==> src/rtl/axi4_lite_read_arbiter.sv <==
// axi4_lite_read_arbiter: N-master to 1-slave AXI4-Lite read-path arbiter.
// One outstanding read; the grant is held from AR handshake to R handshake.
// Optional feature macro AXIL_RD_ARB_ROUND_ROBIN_EN selects round-robin
// priority; without it the lowest requesting index always wins.
module axi4_lite_read_arbiter #(
  parameter int unsigned ADDRESS_WIDTH = 32,
  parameter int unsigned DATA_WIDTH    = 32,
  parameter int unsigned NUM_MASTERS   = 4
) (
  input  logic                                 ACLK,
  input  logic                                 ARESET,
  input  logic [NUM_MASTERS*ADDRESS_WIDTH-1:0] S_AXI_ARADDR,
  input  logic [NUM_MASTERS-1:0]               S_AXI_ARVALID,
  output logic [NUM_MASTERS-1:0]               S_AXI_ARREADY,
  output logic [NUM_MASTERS*DATA_WIDTH-1:0]    S_AXI_RDATA,
  output logic [NUM_MASTERS*2-1:0]             S_AXI_RRESP,
  output logic [NUM_MASTERS-1:0]               S_AXI_RVALID,
  input  logic [NUM_MASTERS-1:0]               S_AXI_RREADY,
  output logic [ADDRESS_WIDTH-1:0]             M_AXI_ARADDR,
  output logic                                 M_AXI_ARVALID,
  input  logic                                 M_AXI_ARREADY,
  input  logic [DATA_WIDTH-1:0]                M_AXI_RDATA,
  input  logic [1:0]                           M_AXI_RRESP,
  input  logic                                 M_AXI_RVALID,
  output logic                                 M_AXI_RREADY,
  output logic [$clog2(NUM_MASTERS)-1:0]       GRANT,
  output logic                                 BUSY
);

  localparam int unsigned GW = $clog2(NUM_MASTERS);

  typedef enum logic [1:0] {
    ST_IDLE = 2'd0,
    ST_ADDR = 2'd1,
    ST_DATA = 2'd2
  } state_e;

  state_e                   state_q, state_d;
  logic [GW-1:0]            grant_q, grant_d;
  logic [ADDRESS_WIDTH-1:0] addr_q, addr_d;
  logic                     arvalid_q, arvalid_d;
  logic                     busy_q, busy_d;

`ifdef AXIL_RD_ARB_ROUND_ROBIN_EN
  logic [GW-1:0]            ptr_q, ptr_d;
  logic [GW-1:0]            hi_idx;
  logic                     hi_vld;
`endif

  logic [GW-1:0]            lo_idx;
  logic                     lo_vld;
  logic [GW-1:0]            win;
  logic                     win_vld;
  logic [ADDRESS_WIDTH-1:0] win_addr;

  // Arbitration: first requester at or above the pointer, else lowest requester.
  always_comb begin
    lo_idx   = '0;
    lo_vld   = 1'b0;
    win_addr = '0;
`ifdef AXIL_RD_ARB_ROUND_ROBIN_EN
    hi_idx   = '0;
    hi_vld   = 1'b0;
`endif
    for (int i = 0; i < NUM_MASTERS; i++) begin
      if (S_AXI_ARVALID[i] && !lo_vld) begin
        lo_vld = 1'b1;
        lo_idx = GW'(i);
      end
`ifdef AXIL_RD_ARB_ROUND_ROBIN_EN
      if (S_AXI_ARVALID[i] && !hi_vld && (GW'(i) >= ptr_q)) begin
        hi_vld = 1'b1;
        hi_idx = GW'(i);
      end
`endif
    end
`ifdef AXIL_RD_ARB_ROUND_ROBIN_EN
    win = hi_vld ? hi_idx : lo_idx;
`else
    win = lo_idx;
`endif
    win_vld = lo_vld;
    for (int i = 0; i < NUM_MASTERS; i++) begin
      if (GW'(i) == win) begin
        win_addr = S_AXI_ARADDR[i*ADDRESS_WIDTH +: ADDRESS_WIDTH];
      end
    end
  end

  // Upstream handshake and R-channel steering to the granted slot.
  always_comb begin
    S_AXI_ARREADY = '0;
    S_AXI_RDATA   = '0;
    S_AXI_RRESP   = '0;
    S_AXI_RVALID  = '0;
    M_AXI_RREADY  = 1'b0;
    for (int i = 0; i < NUM_MASTERS; i++) begin
      if ((state_q == ST_IDLE) && !ARESET && win_vld && (GW'(i) == win)) begin
        S_AXI_ARREADY[i] = 1'b1;
      end
      if ((state_q == ST_DATA) && (GW'(i) == grant_q)) begin
        S_AXI_RDATA[i*DATA_WIDTH +: DATA_WIDTH] = M_AXI_RDATA;
        S_AXI_RRESP[i*2 +: 2]                   = M_AXI_RRESP;
        S_AXI_RVALID[i]                         = M_AXI_RVALID;
        M_AXI_RREADY                            = S_AXI_RREADY[i];
      end
    end
  end

  // Next-state logic for the IDLE -> ADDR -> DATA read sequence.
  always_comb begin
    state_d   = state_q;
    grant_d   = grant_q;
    addr_d    = addr_q;
    arvalid_d = arvalid_q;
    busy_d    = busy_q;
`ifdef AXIL_RD_ARB_ROUND_ROBIN_EN
    ptr_d     = ptr_q;
`endif
    unique case (state_q)
      ST_IDLE: begin
        if (win_vld) begin
          state_d   = ST_ADDR;
          grant_d   = win;
          addr_d    = win_addr;
          arvalid_d = 1'b1;
          busy_d    = 1'b1;
        end
      end
      ST_ADDR: begin
        if (M_AXI_ARREADY) begin
          state_d   = ST_DATA;
          arvalid_d = 1'b0;
        end
      end
      ST_DATA: begin
        if (M_AXI_RVALID && M_AXI_RREADY) begin
          state_d = ST_IDLE;
          busy_d  = 1'b0;
`ifdef AXIL_RD_ARB_ROUND_ROBIN_EN
          ptr_d   = (grant_q == GW'(NUM_MASTERS - 1)) ? '0 : grant_q + GW'(1);
`endif
        end
      end
      default: begin
        state_d   = ST_IDLE;
        arvalid_d = 1'b0;
        busy_d    = 1'b0;
      end
    endcase
  end

  // State and datapath registers; reset abandons any in-flight read.
  always_ff @(posedge ACLK or posedge ARESET) begin
    if (ARESET) begin
      state_q   <= ST_IDLE;
      grant_q   <= '0;
      addr_q    <= '0;
      arvalid_q <= 1'b0;
      busy_q    <= 1'b0;
`ifdef AXIL_RD_ARB_ROUND_ROBIN_EN
      ptr_q     <= '0;
`endif
    end else begin
      state_q   <= state_d;
      grant_q   <= grant_d;
      addr_q    <= addr_d;
      arvalid_q <= arvalid_d;
      busy_q    <= busy_d;
`ifdef AXIL_RD_ARB_ROUND_ROBIN_EN
      ptr_q     <= ptr_d;
`endif
    end
  end

  assign M_AXI_ARADDR  = addr_q;
  assign M_AXI_ARVALID = arvalid_q;
  assign GRANT         = grant_q;
  assign BUSY          = busy_q;

endmodule
==> config.mk <==
export PLATFORM = sky130hd
export DESIGN_NAME = axi4_lite_read_arbiter
export DESIGN_NICKNAME = d
export VERILOG_FILES = /design/src/rtl/axi4_lite_read_arbiter.sv
export SDC_FILE = /design/constraint.sdc
export NUM_CORES = 1
export LEC_CHECK = 0
export CAP_MARGIN = 20
export CELL_PAD_IN_SITES_DETAIL_PLACEMENT = 0
export CELL_PAD_IN_SITES_GLOBAL_PLACEMENT = 1
export CORE_AREA = 2 2 137 139
export DETAILED_ROUTE_END_ITERATION = 7
export DIE_AREA = 0 0 139 141
export PLACE_DENSITY = 0.85
export SYNTH_ARGS = -nofsm -noshare
export SYNTH_HDL_FRONTEND = slang
export SYNTH_SLANG_ARGS = --single-unit
==> constraint.sdc <==
create_clock -name ACLK -period 2.9 [get_ports ACLK]
set_input_delay 0.29 -clock ACLK [delete_from_list [all_inputs] [get_ports ACLK]]
set_output_delay 0.29 -clock ACLK [all_outputs]
set_load 0.05 [all_outputs]
# == Yosys cells after proc, flatten, opt, wreduce, memory -nomap -nowiden ==
# Cells that the tools add are included.
# classes
n_eq_ne,11
mux,40
bitwise,2
reduce_logical,25
# op_table
operator,n
two-way mux 32 bit,8
two-way mux 1 bit,20
two-way mux 2 bit,9
logical AND 1 bit,14
AND reduction 3 bit,3
equality test 2 bit (first input constant),4
logical NOT 2 bit,3
one-hot mux 1 bit (3 select lines),2
one-hot mux 2 bit (3 select lines),1
equality test 1 x 2 -> 1 bit (first input constant),2
logical NOT 1 bit,4
inequality test 2 bit (second input constant),2
equality test 2 x 1 -> 1 bit (second input constant),1
equality test 2 bit (second input constant),1
inequality test 2 x 1 -> 1 bit (second input constant),1
NOT 1 bit,2
AND reduction 2 bit,1
# word_totals
register_bits,38
input_bits,174
output_inout_bits,181
word_cells,83

# == Logic depth before layout (Yosys ltp) ==
# depth
ltp_word,15
depth_mapped,7

# == Worst setup path before layout ==
# No wires, ideal clock.
# synth_path
path_type,reg2out
startpoint,"reg grant_q[0], in the netlist GRANT[0]"
endpoint,out S_AXI_RDATA[100]
t_arrival_ps,1823
required_ps,2610
setup_slack_ps,787
stages_incl_launch_ff,5
n_path_buf,2
cell_sequence,dfrtp_1 -> and4_1 -> clkbuf_1 -> clkbuf_1 -> and2_1
# synth_via
elab_chain_len,3
# synth_rtl
element,line,source
start: declaration,39,"logic [GW-1:0] grant_q, grant_d;"
start signal: assignment,166,grant_q <= grant_d;
equality test 2 bit,101,if ((state_q == ST_DATA) && (GW'(i) == grant_q)) begin
logical AND 1 bit,101,
two-way mux 32 bit,101,
end: declaration,15,"output logic [NUM_MASTERS*DATA_WIDTH-1:0] S_AXI_RDATA,"
# Every way passes these cells.

# == Worst setup path in the final report ==
# layout_path
startpoint,reg state_q[0]
endpoint,out S_AXI_RDATA[9]
# layout_via
elab_chain_len,3
# layout_rtl
element,line,source
start: declaration,38,"state_e state_q, state_d;"
start signal: assignment,165,state_q <= state_d;
equality test 2 bit,101,
logical AND 1 bit,101,
two-way mux 32 bit,101,
# Every way passes these cells.

==> key figures <==
Outcome
  • Outcome: complete, no violations

Drt
  • TritonRoute pass-1 iters: 6
  • Post-route DRC violation count: 0
  • Drt initial violations: 285
  • Post-Route WL: 18700 µm
  • Antenna-violating nets left: 0
  • Vias per std cell: 4.86
  • Wire length per cell: 18.8 µm
  • Vias after detailed routing: 4836

Placed design
  • Pre-CTS WS: 0.370 ns
  • Detailed placement HPWL: 14500 µm
  • # port buffers: 354
  • Placed cell count: 988
  • Gpl congestion: 0.851

Yosys
  • Synthesized area per cell: 8.13 µm²
  • Post-synth EDFFs: 0
  • FF+latch count, synth: 38
  • Cell count after synthesis: 432
  • Netlist cell types: 30
  • Ys async rst share: 1.00
  • Syn_nets: 606
  • Post-synthesis sequential area ratio: 0.271
  • Synth warnings: 0
  • Synthesized area: 0.00351 mm²
  • Synth Flop Type: dfrtp_1

Critical path
  • FF-to-FF Start: GRANT[0]
  • Crit Path Max Fanout: 12
  • CP Class: reg -> out
  • Crit path from: state_q[0]
  • Critical path endpoint category: output port
  • Worst endpoint required time: 2.61 ns
  • Worst setup SP type: flop
  • Critical Path AT: 2.40 ns

Global route
  • First-pass GRT wire length: 28400 µm
  • GRT Residual Overflow: 0
  • All-Layer GR Usage: 0.180
  • Vias in the first global route: 4755
  • Largest net degree at the start of global routing: 39
  • Initial antenna violation count: 0

Final layout
  • N_diodes: 0
  • P&R area growth vs syn: 128%
  • Commonest non-fill, non-tap cell in the layout: clkdlybuf4s50_1
  • Fillers: 1747
  • Layout Nets: 935
  • Share of layout cells above drive strength 1: 0.230
  • Final Non-Filler Cells: 995
  • Most frequent cells in the layout: 219 x clkdlybuf4s50_1, 143 x and2_1, 83 x buf_4, 73 x buf_12, 62 x a31oi_1

Hold path
  • HP Start: M_AXI_ARADDR[15]
  • Min-delay worst type: reg -> reg

Power
  • Tot Pwr: 6.05 mW
  • Sequential share of power: 0.167
  • Internal power: 2.82 mW
  • Worst-case vdd ir drop: 0.354 mV
  • Logic gate share of total power: 0.745
  • Switching Share: 0.534
  • Clock Power Share: 0.088
  • PD cells: 755 mW/mm²
  • Net Sw Power: 3.23 mW
  • Leakage: 3.14 nW

Floorplan
  • Core area: 0.0183 mm²
  • Vert. Die Dim: 141 µm
  • Die width: 139 µm
  • Ports: 355
  • Num rows: 50
  • Die area: 0.0196 mm²
  • Initial core utilization: 0.192

Clock tree
  • Cts bufs inserted: 5
  • Cts repair resizes: 0
  • CTS tree: yes
  • Worst-Skew Late Latency: 0.28 ns
  • Clock Sink Count: 38
  • Root buffer cell: clkbuf_16
  • Clk buf depth: 2
  • Hold buffers post-CTS: 0
  • H-tree levels: 2
  • Clk slew on worst S/H paths: 0.06 ns
  • Post-CTS Setup Bufs: 0

Run
  • Max-Cap Viols: 0

STA
  • Final min period: 2.69 ns
  • TNS Setup: 0 ns
  • Final Max Slew Viols: 0
  • Fin. Hold Viols: 0
  • Post-route setup slack: 0.213 ns
  • Fmax: 372 MHz
  • Worst Max-Slew Pin Slew: 1.03 ns
  • Final period util: 0.926
  • Max-Slew Margin vs Limit: 0.315
  • Final setup violation count: 0
  • RSZ-0062 raised after global routing: no
  • Worst hold slack: 0.504 ns
  • Fin Clk Skew: 0.00813 ns
==> critical path: stages, from the launching register on <==
cell             delay (ns)
dfrtp_1                0.47
nand2b_1               0.28
nor3_4                 0.38
and2_1                 0.20
clkdlybuf4s50_1        0.79
==> flip-flops by register name, summed over array words and instances (netlist names) <==
register and flops:
GRANT 2, state_q 2, M_AXI_ARVALID 1, BUSY 1, M_AXI_ARADDR 32
==> layout make-up <==
class | instances | area, µm² | area share
tap | 234 | 293 | 0.0365
clock buffer | 5 | 125 | 0.0156
multi-input combinational | 336 | 2340 | 0.292
timing repair buffer | 377 | 4290 | 0.535
inverter | 3 | 11.3 | 0.00140
clock inverter | 2 | 10.0 | 0.00125
sequential | 38 | 951 | 0.119
==> routing by layer <==
| layer | part of all wire | vias to the layer above | track usage | wire length [µm] |
|---|---|---|---|---|
| li1 | - | 2294 | - | - |
| met1 | 0.40 | 2288 | 0.225 | 7580 |
| met2 | 0.52 | 228 | 0.323 | 9740 |
| met3 | 0.058 | 26 | 0.0309 | 1100 |
| met4 | 0.018 | 0 | 0.0436 | 332 |
| met5 | 0 | - | 0 | 0 |
==> cell families after synthesis <==
kind of cell	Yosys count	share of synthesized area
AOI/OAI and AO/OA	136	0.268
buffers and inverters	58	0.0720
DFF	38	0.271
muxes	2	0.0107
and+or+nand+nor	198	0.378
==> power by group through the flow <==
stage | Combinational, mW | Sequential (mW) | Clock, mW
CTS | 4.53 | 1.01 | 0.553
finish | 4.50 | 1.01 | 0.533
floorplan | 1.83 | 1.85 | 0
global route | 4.71 | 1.05 | 0.572
global placement | 4.52 | 0.994 | 0
detailed placement | 4.53 | 1.01 | 0
==> path summary, 6_finish.rpt <==
check	to	slack, ns	cells past startpoint
min in group asynchronous	M_AXI_ARADDR[16]	0.56	3
max reg2reg	state_q[1]	1.23	3
min	M_AXI_ARADDR[15]	0.50	1
min reg2reg	M_AXI_ARADDR[15]	0.50	1
max in group asynchronous	M_AXI_ARADDR[15]	1.97	3
max	S_AXI_RDATA[9]	0.21	4
==> synth_stat cells (2+ instances only) <==
cell,instances,share of area
nor2b_1,3,0.0053
buf_6,4,0.013
a222oi_1,31,0.088
o21a_1,3,0.0064
nand3b_1,2,0.0043
a31oi_1,62,0.11
nor2_1,3,0.0032
buf_2,4,0.0057
nor3_1,4,0.0057
inv_1,3,0.0032
nor4b_1,31,0.077
nor3b_2,2,0.0071
a21oi_1,34,0.048
and3_1,4,0.0071
dfrtp_1,38,0.27
clkbuf_1,46,0.049
o32a_1,2,0.0057
a21boi_0,2,0.0043
and2_1,143,0.25
==> through the flow <==
step	util	cell area [µm²]
finish	0.439	8020
global route	0.439	8020
CTS	0.438	8010
detailed placement	0.431	7880
global placement	0.431	7880
floorplan	-	3510
Power figures use the tool's default switching activity.
